$ cat src/rtl/seq_shifter_pkg.sv
// rtl/seq_shifter_pkg.sv - shared types and the one-bit shift step for seq_shifter
// Optional rotate support is enabled by defining SEQ_SHIFTER_ROTATE_EN.
package seq_shifter_pkg;

  localparam int DEFAULT_WIDTH = 32;
  // Widest operand the step function handles; WIDTH must not exceed this.
  localparam int MAX_WIDTH     = 64;
  localparam int MSB_W         = $clog2(MAX_WIDTH);

  typedef enum logic [1:0] {
    OP_SLL = 2'b00,
    OP_SRL = 2'b01,
    OP_SRA = 2'b10,
    OP_ROR = 2'b11
  } shift_op_t;

  typedef enum logic [1:0] {
    S_IDLE  = 2'b00,
    S_SHIFT = 2'b01,
    S_DONE  = 2'b10
  } state_t;

  // Shift data one position. The operand is zero-extended into MAX_WIDTH
  // bits and msb marks the operand's top bit; the caller truncates back.
  function automatic logic [MAX_WIDTH-1:0] shift_step(
    input logic [MAX_WIDTH-1:0] data,
    input shift_op_t            op,
    input logic [MSB_W-1:0]     msb
  );
    logic [MAX_WIDTH-1:0] r;
    r = '0;
    case (op)
      OP_SRL: r = data >> 1;
      OP_SRA: begin
        r      = data >> 1;
        r[msb] = data[msb];
      end
`ifdef SEQ_SHIFTER_ROTATE_EN
      OP_ROR: begin
        r      = data >> 1;
        r[msb] = data[0];
      end
`endif
      // SLL, and op 11 when rotate is not built in
      default: r = data << 1;
    endcase
    return r;
  endfunction

endpackage

$ cat src/rtl/seq_shifter.sv
// rtl/seq_shifter.sv - multi-cycle one-bit-per-clock SLL/SRL/SRA shifter with valid/ready (ROR with SEQ_SHIFTER_ROTATE_EN)
module seq_shifter
  import seq_shifter_pkg::*;
#(
  parameter  int WIDTH   = DEFAULT_WIDTH,
  localparam int SHAMT_W = $clog2(WIDTH)
) (
  input  logic               clk,
  input  logic               rst_n,
  input  logic               in_valid,
  output logic               in_ready,
  input  logic [WIDTH-1:0]   in_data,
  input  logic [SHAMT_W-1:0] in_shamt,
  input  logic [1:0]         in_op,
  output logic               out_valid,
  input  logic               out_ready,
  output logic [WIDTH-1:0]   out_data
);

  state_t             state_q, state_d;
  logic [WIDTH-1:0]   data_q, data_d;
  logic [SHAMT_W-1:0] count_q, count_d;
  shift_op_t          op_q, op_d;
  logic               in_ready_q, in_ready_d;
  logic               out_valid_q, out_valid_d;
  logic [WIDTH-1:0]   out_data_q, out_data_d;
  logic [WIDTH-1:0]   stepped;

  // Next-state, datapath step and registered-output values.
  always_comb begin
    state_d    = state_q;
    data_d     = data_q;
    count_d    = count_q;
    op_d       = op_q;
    out_data_d = out_data_q;
    stepped    = WIDTH'(shift_step(MAX_WIDTH'(data_q), op_q, MSB_W'(WIDTH - 1)));

    case (state_q)
      S_IDLE: begin
        if (in_valid && in_ready_q) begin
          data_d  = in_data;
          count_d = in_shamt;
          op_d    = shift_op_t'(in_op);
          if (in_shamt != '0) begin
            state_d = S_SHIFT;
          end else begin
            // Zero shift goes straight to the result with the operand unchanged.
            state_d    = S_DONE;
            out_data_d = in_data;
          end
        end
      end
      S_SHIFT: begin
        data_d  = stepped;
        count_d = count_q - 1'b1;
        if (count_q == SHAMT_W'(1)) begin
          state_d    = S_DONE;
          out_data_d = stepped;
        end
      end
      S_DONE: begin
        if (out_ready) begin
          state_d = S_IDLE;
        end
      end
      default: state_d = S_IDLE;
    endcase

    // Handshake outputs are decoded from the next state so they are registered.
    in_ready_d  = (state_d == S_IDLE);
    out_valid_d = (state_d == S_DONE);
  end

  // State, datapath and output registers with synchronous active-low reset.
  always_ff @(posedge clk) begin
    if (!rst_n) begin
      state_q     <= S_IDLE;
      data_q      <= '0;
      count_q     <= '0;
      op_q        <= OP_SLL;
      in_ready_q  <= 1'b1;
      out_valid_q <= 1'b0;
      out_data_q  <= '0;
    end else begin
      state_q     <= state_d;
      data_q      <= data_d;
      count_q     <= count_d;
      op_q        <= op_d;
      in_ready_q  <= in_ready_d;
      out_valid_q <= out_valid_d;
      out_data_q  <= out_data_d;
    end
  end

  assign in_ready  = in_ready_q;
  assign out_valid = out_valid_q;
  assign out_data  = out_data_q;

endmodule

$ cat config.mk
export PLATFORM = sky130hd
export DESIGN_NAME = seq_shifter
export DESIGN_NICKNAME = d
export VERILOG_FILES = /design/src/rtl/seq_shifter_pkg.sv /design/src/rtl/seq_shifter.sv
export SDC_FILE = /design/constraint.sdc
export NUM_CORES = 1
export LEC_CHECK = 0
export CORE_UTILIZATION = 50
export CTS_CLUSTER_DIAMETER = 100
export DETAILED_ROUTE_END_ITERATION = 16
export GPL_ROUTABILITY_DRIVEN = 0
export GPL_TIMING_DRIVEN = 0
export PLACE_DENSITY = 0.86
export RECOVER_POWER = 50
export SETUP_SLACK_MARGIN = 0.5
export SLEW_MARGIN = 20
export SYNTH_ARGS = -nofsm -noshare
export SYNTH_HDL_FRONTEND = slang
export SYNTH_SLANG_ARGS = --single-unit
$ cat constraint.sdc
create_clock -name clk -period 3.65 [get_ports clk]
set_input_delay 0.365 -clock clk [delete_from_list [all_inputs] [get_ports clk]]
set_output_delay 0.365 -clock clk [all_outputs]
set_load 0.05 [all_outputs]
==> metrics.txt, run 1 <==
crit path max fanout=10; worst setup margin=1420 ps; critical path type=flop to flop; post-DP HPWL=between 6 and 7 mm; Hold Vio Cnt, Final=0; Setup crit start kind=flop; Min Hold Slack=between 400 and 500 ps; failing checks=design-rule violations; Post-CTS Setup Inserts=0; maximum capacitance violations=0; vias after detailed routing=between 3000 and 4000; final layout net count=507; #FFs+latches synth=75; Synth Net Count=between 400 and 500; vias per cell=between 6 and 7; Leak=about 1.8 nW; global route overflow=0; total power=about 0.0024 W; crit path DAT=between 2000 and 2500 ps; DRT iter0 DRCs=about 250; worst reg-to-reg setup slack=around 1400 ps; unrepaired setup endpoints after global routing=no; Pwr Density=approximately 520 nW/um^2; Ys Warns=0; DRT met1 WL=4.20 mm; First-pass DRT Iterations=11; worst r2r src=state_q[0]$_SDFF_PN0_; row count=30; global-route wire length before repair=between 15 and 20 mm; critical path data required time=between 3000 and 4000 ps; Max Root-Sink Buffers=2; CP peak stage delay=between 400 and 500 ps; VDD IR max=about 0.26 mV; HP Start=data_q[31]$_SDFFE_PN0P_; IO Count=77; HP Class=flop to flop; Syn Inst Count=about 370; FFs w/ async S/R, synth=0%; Placement Setup Slack=about 1300 ps; Syn Area/Cell=~9.4 um^2; endpoints failing setup=0; number of unique standard cell types used by synthesis=between 40 and 50; Post-CTS Hold Fix Bufs=0; Skew-Pair Late Insertion Delay=350 ps; input/output buffers=76; slew of the pin with the lowest slew margin=about 560 ps; Mapped Area=around 3500 um^2; CTS Root Cell=clkbuf_8; largest net degree at the start of global routing=14; cts bufs inserted=9; fin crit share=61.2%; CTS HTree Levels=3; met2 wire len=roughly 4.4 mm; post-CTS sizing=0; Antenna Nets Post-Route=0; clk slew on worst S/H paths=~80 ps; CTS tree=built; vias in the first global route=between 3000 and 4000; most used cell, CP=clkbuf_1; DRC errors left=1; CP cell instances=nor2b_1 > clkbuf_1 > clkbuf_1 > and3_1 > a221oi_2 > a211oi_1; Final min period=between 2000 and 2500 ps; synth-to-layout area growth=30.8%; die area=7360 um^2; Final Routed Wirelength=between 9 and 10 mm; placed cell area=between 4000 and 5000 um^2; Ant. Diodes=0; Tot GR Track Use=a little over a quarter; Post-synth EDFFs=0; wire per inst=16.7 um; CP max-delay cell=dfxtp_1; layout cells sized above 1=about an eighth; met3 wire length=between 500 and 600 um; Most used DFF post-synth=dfxtp_1; status=complete, but fails checks; clock sink count=75; Initial Util=between 50% and 60%; Worst slew margin=62.4%; Max Fclk=between 400 and 500 MHz; crit end category=flop; Seq/Total Area, Yosys=42.8%; fin area=between 4000 and 5000 um^2; Die H=approximately 86 um; Slew Viols, Final=0; worst setup path startpoint=state_q[0]$_SDFF_PN0_; Die X=roughly 86 um; initial antenna violation count=0; Total Neg Setup Slack=0 ps; core box area=between 6000 and 7000 um^2; top sig layer=met4; skew final=between 10 and 15 ps
cell families after synthesis:
logic type,count (synthesis),share of synthesized area (%)
and+or+nand+nor,99,14.9
AOI/OAI and AO/OA,147,33.3
muxes,1,0.285
buffers and inverters,46,7.16
xor gates and xnor gates,1,0.249
adders and majority gates,4,1.43
DFF,75,42.8
cell usage after synthesis (2+ instances only):
| library cell | instances | area [um^2] |
|---|---|---|
| a211oi_1 | 61 | 458 |
| a21oi_1 | 43 | 215 |
| a221oi_1 | 11 | 96.3 |
| a221oi_2 | 20 | 300 |
| a311oi_1 | 2 | 17.5 |
| and3_1 | 30 | 188 |
| buf_2 | 8 | 40.0 |
| buf_4 | 2 | 15.0 |
| buf_6 | 8 | 90.1 |
| clkbuf_1 | 21 | 78.8 |
| dfxtp_1 | 75 | 1500 |
| ha_1 | 4 | 50.1 |
| inv_1 | 5 | 18.8 |
| nand2_1 | 9 | 33.8 |
| nand2b_1 | 3 | 18.8 |
| nor2_1 | 43 | 161 |
| o211ai_1 | 3 | 22.5 |
| o21ai_0 | 2 | 10.0 |
state kept, by name (all words and copies together) (netlist names):
name       cells
count_q        5
in_ready       1
state_q        2
out_valid      1
op_q           2
out_data      32
data_q        32
final timing paths:
path | cells past startpoint | endpoint
worst min-delay path | 2 | data_q[31]$_SDFFE_PN0P_
worst max-delay path | 6 | out_data[26]$_SDFFE_PN0P_
worst min register to register | 2 | data_q[31]$_SDFFE_PN0P_
worst max register to register | 6 | out_data[26]$_SDFFE_PN0P_
layout by cell type (no fill, tap or decap), types with 2 or more instances in the layout:
cell type	count
a211oi_1	61
a21oi_1	43
a221oi_1	11
a221oi_2	20
a311oi_1	2
and3_1	30
buf_2	7
buf_6	8
bufinv_16	2
clkbuf_1	25
clkbuf_8	9
clkdlybuf4s50_1	43
clkinv_4	2
dfxtp_1	75
dlygate4sd3_1	33
ha_1	4
inv_1	5
nand2_1	9
nand2b_1	3
nor2_1	44
o211ai_1	3
o21ai_0	2
report_power, final:
part / total (W) / internal, W / switching (W)
clock network: 0.000702 / 0.000386 / 0.000316
registers: 0.00100 / 0.000919 / 0.0000832
logic: 0.000678 / 0.000262 / 0.000417
final cells by class:
type	instances	area, um^2
plain buffers	40	223
clock buffers	10	128
clock inverters	6	90.1
fillers	550	2200
inverters	6	22.5
multi-input cells	252	1750
flip-flops and latches	75	1500
well taps	96	120
repair buffers	76	761
through the flow:
stage          utilization (%)  std cells
3_5_place_dp              64.7        545
6_report                  67.6        561
3_3_place_gp              64.7        545
4_1_cts                   67.9        561
2_1_floorplan                -        373
5_1_grt                   67.6        561
metal layers:
| layer | up-vias | track usage, % |
|---|---|---|
| li1 | 1606 | - |
| met1 | 1632 | 35.9 |
| met2 | 151 | 42.3 |
| met3 | 20 | 3.18 |
| met4 | 0 | 11.8 |
| met5 | - | 0 |
critical path: cells and delay by family (launching register included):
kind                   cells  cell delay [ps]
buffers and inverters      2              790
and+or+nand+nor            2              600
DFF                        1              480
AOI/OAI and AO/OA          2              270
Note: power is estimated with default switching activity, not from simulation.
==> run 2: changes to the inputs <==
==> constraint.sdc (replaced) <==
create_clock -name clk -period 2.2 [get_ports clk]
set_input_delay 0.22 -clock clk [delete_from_list [all_inputs] [get_ports clk]]
set_output_delay 0.22 -clock clk [all_outputs]
set_load 0.05 [all_outputs]
==> metrics.txt, run 2 (synthesized netlist as in run 1, its figures left out) <==
Die H=85.8 um; worst setup margin=approximately 300 ps; unrepaired setup endpoints after global routing=yes; crit path max fanout=10; Tot GR Track Use=between 20% and 30%; largest net degree at the start of global routing=14; Switching Fraction=a little under two fifths; critical path data required time=~2500 ps; clock sink count=between 70 and 80; global-route wire length before repair=15.8 mm; Pwr Density=between 800 and 900 nW/um^2; maximum capacitance violations=0; CTS HTree Levels=3; crit path DAT=2150 ps; Switch Pwr=between 0.0015 and 0.002 W; Antenna Nets Post-Route=0; Die X=~86 um; global route overflow=0; cts bufs inserted=9; most common cell after layout, fill and taps aside=dfxtp_1; Worst slew margin=about half; clock power share=27.8%; DRT met1 WL=between 4 and 5 mm; CTS Root Cell=clkbuf_8; DRC errors left=1; fin crit share=between 80% and 90%; First-pass DRT Iterations=11; IO Count=77; Setup crit start kind=flop; most frequent cells in the layout=dfxtp_1 (71), a21oi_1 (43), nor2_1 (42); sequential power share=approximately 40%; failing checks=design-rule violations; synth-to-layout area growth=47.0%; endpoints failing setup=0; Gate power share=about a third; top sig layer=met4; crit end category=flop; Final Routed Wirelength=11.7 mm; input/output buffers=76; row count=30; slew of the pin with the lowest slew margin=726 ps; met2 wire len=5.75 mm; Skew-Pair Late Insertion Delay=about 370 ps; Min Hold Slack=~470 ps; clk slew on worst S/H paths=around 80 ps; layout cells sized above 1=between 20% and 30%; Hold Vio Cnt, Final=0; met3 wire length=a little under 800 um; CTS tree=built; post-DP HPWL=6.64 mm; Ant. Diodes=0; Total Neg Setup Slack=0 ps; HP Class=input port to flop; Max Root-Sink Buffers=2; core box area=between 6000 and 7000 um^2; final layout net count=roughly 520; VDD IR max=approximately 0.59 mV; Initial Util=about 52%; critical path type=flop to flop; status=complete, but fails checks; Max Fclk=527 MHz; vias per cell=6.37; Slew Viols, Final=0; die area=around 7400 um^2; vias in the first global route=roughly 3300; skew final=about 13 ps; Leak=~2 nW; Pint=0.00274 W; vias after detailed routing=3638; wire per inst=20.5 um; Post-CTS Hold Fix Bufs=0; Placement Setup Slack=between 10 and 15 ps; Final min period=1900 ps; DRT iter0 DRCs=a little under 400; initial antenna violation count=0
[run 2: cell count changes in the layout (fill, tap and decap cells not counted), moves of 4 or more]
cell           change
a211oi_1          -30
dfxtp_1            -4
buf_4              +9
dlygate4sd2_1     +33
a221oi_2           -9
clkbuf_1          -12
dfxtp_2            +4
a211oi_2          +30
a221oi_1           -8
a221oi_4          +17
clkbuf_2           +9
dlygate4sd3_1     -31
[run 2: worst max-delay path, cell delays in order, from the launching register on]
cell      delay [ps]
dfxtp_1          490
nand2b_1         170
buf_6            210
buf_2            410
a221oi_2         160
a211oi_1         340
[run 2: stage by stage]
stage / utilization, % / std cells / area (um^2) / total power, W
2_1_floorplan: - / 373 / 3510 / 0.00246
3_3_place_gp: 64.7 / 545 / 4390 / 0.00278
3_5_place_dp: 64.7 / 545 / 4390 / 0.00281
4_1_cts: 69.7 / 562 / 4730 / 0.00401
5_1_grt: 76.0 / 571 / 5160 / 0.00447
6_report: 76.0 / 571 / 5160 / 0.00432
[run 2: power groups by stage]
stage / Combinational (W) / Sequential (W) / Clock [W]
final: 0.00141 / 0.00171 / 0.00120
after detailed placement: 0.00112 / 0.00169 / 0
after global routing: 0.00150 / 0.00173 / 0.00125
after floorplan: 0.000681 / 0.00177 / 0
after global placement: 0.00110 / 0.00168 / 0
after CTS: 0.00117 / 0.00167 / 0.00117
[run 2: final timing paths]
check / from / to / slack [ps] / cells past startpoint
max reg2reg: state_q[1]$_SDFF_PN0_ / out_data[13]$_SDFFE_PN0P_ / 300 / 5
max: state_q[1]$_SDFF_PN0_ / out_data[13]$_SDFFE_PN0P_ / 300 / 5
min reg2reg: out_data[31]$_SDFFE_PN0P_ / out_data[31]$_SDFFE_PN0P_ / 490 / 2
min: in_op[0] / op_q[0]$_SDFFE_PN0P_ / 470 / 3
[run 2: layout make-up]
class,count,area [um^2]
inverter,6,22.5
fill,442,1630
clock buffer,10,128
timing repair buffer,86,823
sequential,75,1510
multi-input combinational,252,2190
buffer,40,278
tap,96,120
clock inverter,6,90.1
[run 2: repair_timing]
action,4_1_cts,5_1_grt
setup buffers,1,5
resized for setup,72,67
cloned,0,4
pin swaps,2,23
hold endpoints to repair,0,0
setup endpoints to repair,98,67
[run 2: routing by layer]
metal / up-vias / global-route usage [%]
met5: - / 0
met1: 1761 / 37.2
met3: 42 / 3.37
met4: 0 / 11.5
li1: 1631 / -
met2: 204 / 44.4
